$ cat config.mk
export PLATFORM = sky130hd
export DESIGN_NAME = regfile_wb_arbiter
export DESIGN_NICKNAME = d
export VERILOG_FILES = /design/src/rtl/regfile_wb_arbiter.sv
export SDC_FILE = /design/constraint.sdc
export NUM_CORES = 1
export LEC_CHECK = 0
export CORE_UTILIZATION = 25
export CTS_BUF_LIST = sky130_fd_sc_hd__clkbuf_2
export DETAILED_ROUTE_END_ITERATION = 6
export GPL_TIMING_DRIVEN = 1
export SYNTH_ARGS = -nofsm -noshare
export SYNTH_HDL_FRONTEND = slang
export SYNTH_SLANG_ARGS = --single-unit
$ cat constraint.sdc
create_clock -name clk -period 3.3 [get_ports clk]
set_input_delay 0.99 -clock clk [delete_from_list [all_inputs] [get_ports clk]]
set_output_delay 0.99 -clock clk [all_outputs]
set_load 0.005 [all_outputs]
$ cat src/rtl/regfile_wb_arbiter.sv
// Round-robin write-back arbiter for the register file's single write port (ALU vs load path).
// Define WB_SCOREBOARD_EN to build the pending-write scoreboard behind the busy output.
module regfile_wb_arbiter #(
    parameter  int XLEN  = 64,
    parameter  int NREG  = 32,
    localparam int IDX_W = $clog2(NREG)
) (
    input  logic             clk,
    input  logic             reset_n,

    input  logic             alu_valid,
    output logic             alu_ready,
    input  logic [IDX_W-1:0] alu_rd,
    input  logic [XLEN-1:0]  alu_data,

    input  logic             mem_valid,
    output logic             mem_ready,
    input  logic [IDX_W-1:0] mem_rd,
    input  logic [XLEN-1:0]  mem_data,

    output logic             reg_write,
    output logic [IDX_W-1:0] w_reg,
    output logic [XLEN-1:0]  w_data,

    input  logic             claim_valid,
    input  logic [IDX_W-1:0] claim_rd,
    output logic [NREG-1:0]  busy
);

    logic             prio_q, prio_d;
    logic             reg_write_q, reg_write_d;
    logic [IDX_W-1:0] w_reg_q, w_reg_d;
    logic [XLEN-1:0]  w_data_q, w_data_d;

    logic             alu_gnt, mem_gnt, xfer;
    logic [IDX_W-1:0] sel_rd;
    logic [XLEN-1:0]  sel_data;

    // Readies stay low while reset is held so nothing is consumed during reset.
    always_comb begin
        alu_gnt = 1'b0;
        mem_gnt = 1'b0;
        if (reset_n) begin
            if (alu_valid && mem_valid) begin
                alu_gnt = ~prio_q;
                mem_gnt = prio_q;
            end else begin
                alu_gnt = alu_valid;
                mem_gnt = mem_valid;
            end
        end
    end

    assign alu_ready = alu_gnt;
    assign mem_ready = mem_gnt;
    assign xfer      = alu_gnt | mem_gnt;
    assign sel_rd    = mem_gnt ? mem_rd   : alu_rd;
    assign sel_data  = mem_gnt ? mem_data : alu_data;

    // Priority always passes to whichever requester was not just served.
    always_comb begin
        prio_d = prio_q;
        if (alu_gnt) begin
            prio_d = 1'b1;
        end else if (mem_gnt) begin
            prio_d = 1'b0;
        end
    end

    always_comb begin
        reg_write_d = 1'b0;
        w_reg_d     = w_reg_q;
        w_data_d    = w_data_q;
        if (xfer && (sel_rd != '0)) begin
            reg_write_d = 1'b1;
            w_reg_d     = sel_rd;
            w_data_d    = sel_data;
        end
    end

    always_ff @(posedge clk or negedge reset_n) begin
        if (!reset_n) begin
            prio_q      <= 1'b0;
            reg_write_q <= 1'b0;
            w_reg_q     <= '0;
            w_data_q    <= '0;
        end else begin
            prio_q      <= prio_d;
            reg_write_q <= reg_write_d;
            w_reg_q     <= w_reg_d;
            w_data_q    <= w_data_d;
        end
    end

    assign reg_write = reg_write_q;
    assign w_reg     = w_reg_q;
    assign w_data    = w_data_q;

`ifdef WB_SCOREBOARD_EN
    logic [NREG-1:0] busy_q, busy_d;

    // Claim is applied after the clear so a same-edge claim of the written register wins.
    always_comb begin
        busy_d = busy_q;
        if (xfer) begin
            busy_d[sel_rd] = 1'b0;
        end
        if (claim_valid) begin
            busy_d[claim_rd] = 1'b1;
        end
        busy_d[0] = 1'b0;
    end

    always_ff @(posedge clk or negedge reset_n) begin
        if (!reset_n) begin
            busy_q <= '0;
        end else begin
            busy_q <= busy_d;
        end
    end

    assign busy = busy_q;
`else
    logic unused_claim;

    assign unused_claim = claim_valid ^ (^claim_rd);
    assign busy         = '0;
`endif

endmodule

==> flow_metrics.tcl, run 1 <==
set metrics [dict create \
    diodes 0 \
    dp_hpwl_um 7634 \
    die_h_um 129.5 \
    start_kind "input port" \
    crit_chain "clkdlybuf4s50_1, nor2b_2, or2_4, inv_1, dlygate4sd2_1" \
    cts_tree "done" \
    rrSetupSlack_ns 1.23 \
    wl_um 9811 \
    hold_viol 0 \
    max_freq_mhz 326.1 \
    clk_path_buf_depth 2 \
    clock_sinks 71 \
    critPathCaptureType "primary output" \
    syn_inst 289 \
    holdCritPathClass "input port to asynchronous set/reset pin" \
    setup_viol_count_final 0 \
    synth_seq_cells 71 \
    clk_latency_ns 0.53 \
    synth.distinct_cells 30 \
    dp_slack_ns -0.05392 \
    grt_pass1_wl_um 15080 \
    drc 0 \
    grt_max_degree 41 \
    antenna_found_initial 0 \
    vias 2997 \
    max_stage_delay_ns 0.42 \
    dieWidth_um 129.5 \
    port_buffers 213 \
    holdWs_ns 0.2407 \
    maxSlewViolCount 0 \
    grt_remaining_overflow 0 \
    dp.cells 714 \
    synth_seq_area_share_pct 43.69 \
    crit_slowest_cell "clkdlybuf4s50_1" \
    p_per_area_nw_per_um2 433.0 \
    crit_fanout 2 \
    fin_skew_ns 0.02298 \
    grt_pass1_vias 3101 \
    fillers 1529 \
    ios 252 \
    rows 46 \
    syn-cell-area_um2 4066 \
    ctsHoldBuffers 0 \
    ys_warn_count 0 \
    core-area_um2 15890 \
    postCtsSetupRepairBufs 0 \
    die-area_um2 16780 \
    largest_register_ff_count 64 \
    cts-root-buf "clkbuf_2" \
    track_usage_pct 11.71 \
    numCtsBuffers 9 \
    fin_ws_ns 0.2338 \
    ant_nets 0 \
    p_leak_uw 0.002719 \
    area_growth_pct 58.43 \
    start_util_pct 25.60 \
    met3_length_um 1105 \
    multi_input_area_um2 2001 \
    setup_tns_ns 0 \
    cp.arrival_ns 2.08 \
    clk_pin_slew_ns 0.18 \
    fin_cells 730 \
    gp_congestion 0.7678 \
    dr.pass1.iters 4 \
    grt_setup_unrepaired "no" \
    relSlewSlack_pct 64.06 \
    vias_per_cell 4.105 \
    crit_type "input port to primary output" \
    max-vdd-ir-drop_mv 0.1863 \
    status "finished clean" \
    postSynthAreaPerCell_um2 14.07 \
    wl_per_cell_um 13.44 \
    regArea_um2 1777 \
    highest_layer "met4" \
    finalCritPeriodShare_pct 92.92 \
    post_cts_resize_count 3 \
    drt-met1-wl_um 3924 \
    cts_htree_levels 3 \
    period_minus_slack_ns 3.066 \
    drive_above_1_share_pct 27.24 \
    nets 657 \
    drtIter0Drc 47 \
    cp.required_ns 2.31 \
    routed-wl-met2_um 4616 \
    maxCapViolations 0 \
    tightest_slew_ns 0.5321 \
]
[Yosys cell counts]
cell | number | area (um^2)
a21oi_1 | 3 | 15.01
nor3_1 | 1 | 5.000
o21ai_0 | 3 | 15.01
inv_1 | 4 | 15.01
or3b_2 | 2 | 17.52
buf_6 | 13 | 146.4
nand2_1 | 1 | 3.750
nand2b_1 | 1 | 6.260
and2_1 | 4 | 25.02
nor2b_2 | 1 | 8.760
a21o_1 | 1 | 7.510
dfrtp_1 | 71 | 1777
o2bb2ai_4 | 1 | 27.53
mux2i_1 | 3 | 30.03
o21ai_1 | 1 | 5.000
buf_4 | 32 | 240.2
buf_2 | 2 | 10.01
nand2_2 | 1 | 6.260
mux2_1 | 24 | 270.3
a311o_1 | 2 | 20.02
a211oi_1 | 2 | 15.01
conb_1 | 1 | 3.750
nor4_1 | 4 | 25.02
nor3_2 | 1 | 10.01
or2_1 | 1 | 6.260
mux2_2 | 64 | 720.7
o41ai_1 | 1 | 8.760
mux2_4 | 40 | 600.6
o22ai_1 | 3 | 18.77
or3_1 | 1 | 6.260
[cells in the final DEF (no fill, tap or decap), types with 4 or more instances in the layout]
| cell type | count |
|---|---|
| inv_1 | 4 |
| and2_1 | 4 |
| mux2_4 | 40 |
| conb_1 | 32 |
| mux2_2 | 64 |
| dfrtp_1 | 71 |
| clkbuf_2 | 10 |
| nor4_1 | 4 |
| buf_4 | 11 |
| clkdlybuf4s50_1 | 209 |
| mux2_1 | 24 |
[through the flow]
| step | utilization, % | cell area [um^2] | total power (uW) |
|---|---|---|---|
| after floorplan | - | 4183 | 1632 |
| after global placement | 39.68 | 6304 | 2243 |
| after detailed placement | 39.68 | 6304 | 2258 |
| after CTS | 40.54 | 6440 | 2856 |
| after global routing | 40.56 | 6442 | 2973 |
| final | 40.56 | 6442 | 2789 |
[metal layers]
layer / global-route usage (%) / up-vias
met5: 0 / -
met4: 5.814 / 0
met3: 4.583 / 11
met2: 19.61 / 161
met1: 12.97 / 1411
li1: - / 1414
[final cells by class]
cell class | instances | share of cell area (%)
flip-flops and latches | 71 | 27.58
clock inverters | 6 | 1.321
clock buffers | 10 | 0.7768
inverters | 4 | 0.2331
repair buffers | 225 | 34.84
well taps | 216 | 4.195
multi-input cells | 198 | 31.05
[where the power goes]
group / switching, uW / internal (uW) / total [uW]
Clock: 314 / 251 / 565
Combinational: 306 / 760 / 1070
Sequential: 101 / 1060 / 1160
Total: 721 / 2070 / 2790
[critical path: cells and delay by family]
kind / cells / cell delay, ns
buf+inv: 3 / 0.70
simple gates: 2 / 0.39
[path summary, 6_finish.rpt]
kind | startpoint | endpoint | depth (start not counted)
max | alu_valid | mem_ready | 5
min reg2reg | w_data[57]$_DFFE_PN0P_ | w_data[57]$_DFFE_PN0P_ | 1
max in group asynchronous | reset_n | w_data[57]$_DFFE_PN0P_ | 2
min | reset_n | prio_q$_DFFE_PN0P_ | 1
min in group clk | w_data[57]$_DFFE_PN0P_ | w_data[57]$_DFFE_PN0P_ | 1
max reg2reg | prio_q$_DFFE_PN0P_ | w_data[18]$_DFFE_PN0P_ | 6
[kinds of logic after synthesis]
family                 synth area share, %
AO/OA/AOI/OAI                        3.261
flip-flops                           43.69
buffers and inverters                10.12
AND/OR/NAND/NOR                      2.954
other                              0.09222
multiplexers                         39.88
(Power assumes the default switching activity.)
==> inputs of run 2 (changes only) <==
--- a/config.mk
+++ b/config.mk
@@ -5,10 +5,12 @@
 export SDC_FILE = /design/constraint.sdc
 export NUM_CORES = 1
 export LEC_CHECK = 0
-export CORE_UTILIZATION = 25
+export CORE_UTILIZATION = 41
 export CTS_BUF_LIST = sky130_fd_sc_hd__clkbuf_2
 export DETAILED_ROUTE_END_ITERATION = 6
 export GPL_TIMING_DRIVEN = 1
+export PLACE_DENSITY = 0.88
+export REMOVE_ABC_BUFFERS = 1
 export SYNTH_ARGS = -nofsm -noshare
 export SYNTH_HDL_FRONTEND = slang
 export SYNTH_SLANG_ARGS = --single-unit
==> run 2 against run 1 <==
Compared with the run above: setup slack worse by 0.072 ns; routed wire length up 5.7%; highest routed layer unchanged; hold slack better by 0.015 ns; die area down 38%; clock-buffer cell count down 1; cell count down 12%; combinational power about the same; sequential share of layout area up 0.44 points; first-iteration DRC count down 6.4%; sequential power about the same; critical endpoint unchanged; maximum frequency down 2.3%.
==> flow_metrics.tcl, run 2 (synthesized netlist as in run 1, its figures left out) <==
set metrics [dict create \
    max-vdd-ir-drop_mv 0.3034 \
    fin_ws_ns 0.1619 \
    grt_pass1_wl_um 15890 \
    postCtsSetupRepairBufs 0 \
    gp_congestion 0.7645 \
    cts_tree "done" \
    holdCritPathClass "input port to asynchronous set/reset pin" \
    clk_path_buf_depth 2 \
    holdWs_ns 0.2562 \
    setup_viol_count_final 0 \
    cp.required_ns 2.31 \
    wl_um 10370 \
    clock_sinks 71 \
    grt_remaining_overflow 0 \
    finalCritPeriodShare_pct 95.09 \
    ctsHoldBuffers 0 \
    tightest_slew_ns 0.8385 \
    ant_nets 0 \
    clk_latency_ns 0.50 \
    regArea_um2 1777 \
    maxSlewViolCount 0 \
    grt_max_degree 68 \
    dp_slack_ns -0.1275 \
    drtIter0Drc 44 \
    status "finished clean" \
    fillers 695 \
    fin_util_pct 67.35 \
    nets 656 \
    track_usage_pct 20.48 \
    maxCapViolations 0 \
    period_minus_slack_ns 3.138 \
    final_cell_mix "clkdlybuf4s50_1, dfrtp_1, mux2_2, mux2_4, conb_1" \
    crit_fanout 2 \
    core-area_um2 9415 \
    fin_skew_ns 0.02492 \
    port_buffers 213 \
    drive_above_1_share_pct 26.90 \
    cts_htree_levels 3 \
    wl_per_cell_um 16.15 \
    hold_viol 0 \
    vias_per_cell 4.718 \
    start_util_pct 43.19 \
    grt_pass1_vias 3207 \
    p_leak_uw 0.002711 \
    antenna_found_initial 0 \
    drc 0 \
    mostFrequentLayoutCell "clkdlybuf4s50_1" \
    cts-root-buf "clkbuf_2" \
    largest_register_ff_count 64 \
    fin_cells 642 \
    die_h_um 101.6 \
    dp.cells 626 \
    dr.pass1.iters 4 \
    die-area_um2 10320 \
    p_per_area_nw_per_um2 452.6 \
    critPathCaptureType "primary output" \
    numCtsBuffers 9 \
    relSlewSlack_pct 44.10 \
    rows 35 \
    cp.arrival_ns 2.15 \
    ios 252 \
    area_growth_pct 55.94 \
    vias 3029 \
    crit_type "input port to primary output" \
    start_kind "input port" \
    grt_setup_unrepaired "no" \
    diodes 0 \
    clk_pin_slew_ns 0.21 \
    dp_hpwl_um 7977 \
    max_freq_mhz 318.7 \
    dieWidth_um 101.6 \
    multi_input_area_um2 1997 \
]
-- run 2: cell count changes in the layout (fill, tap and decap cells not counted), sizes merged --
cell | before | now
clkbuf | 10 | 9
bufinv | 2 | 3
clkdlybuf4s50 | 209 | 210
buf | 13 | 12
dlymetal6s2s | 1 | 0
-- run 2: per-stage QoR --
step | cell area [um^2] | total power (uW) | setup TNS, ns
2_1_floorplan | 3786 | 1590 | -88.17
3_3_place_gp | 6187 | 2234 | -0.1103
3_5_place_dp | 6187 | 2267 | -0.1278
4_1_cts | 6341 | 2914 | 0
5_1_grt | 6341 | 3028 | 0
6_report | 6341 | 2870 | 0
-- run 2: layer usage --
metal	vias to the layer above	part of all wire, %	track usage [%]	wire (um)
li1	1407	-	-	-
met1	1439	38	22.32	3898
met2	165	51	36.59	5280
met3	18	9.7	6.832	1003
met4	0	1.8	8.027	188
met5	-	0	0	0
-- run 2: worst max-delay path: stages --
cell and delay (ns):
clkdlybuf4s50_1 0.43, nor2b_2 0.17, or2_4 0.24, inv_1 0.05, dlygate4sd2_1 0.26
-- run 2: what timing repair did --
action	4_1_cts	5_1_grt
endpoints found under the setup margin	2	0
endpoints found under the hold margin	0	0
gates resized for setup	2	0
-- run 2: final cells by class --
class	count	share of cell area, %
Timing Repair Buffer	224	35.24
Multi-Input combinational cell	198	31.49
Sequential cell	71	28.02
Tap cell	129	2.545
Clock inverter	7	1.756
Clock buffer	9	0.7103
Inverter	4	0.2368
-- run 2: power breakdown --
group          total (uW)  switching (uW)  internal, uW
Combinational        1070             315           759
Clock                 632             310           322
Sequential           1160             107          1060
Total                2870             732          2140
-- run 2: path summary, 6_finish.rpt --
kind,start,end,slack [ns],cells past startpoint
worst min-delay path,reset_n,w_reg[4]$_DFFE_PN0P_,0.26,1
max in group asynchronous,reset_n,w_data[7]$_DFFE_PN0P_,1.99,2
worst max register to register,prio_q$_DFFE_PN0P_,w_data[56]$_DFFE_PN0P_,1.19,6
min in group clk,w_data[60]$_DFFE_PN0P_,w_data[60]$_DFFE_PN0P_,0.53,1
worst max-delay path,alu_valid,mem_ready,0.16,5
worst min register to register,w_data[60]$_DFFE_PN0P_,w_data[60]$_DFFE_PN0P_,0.53,1
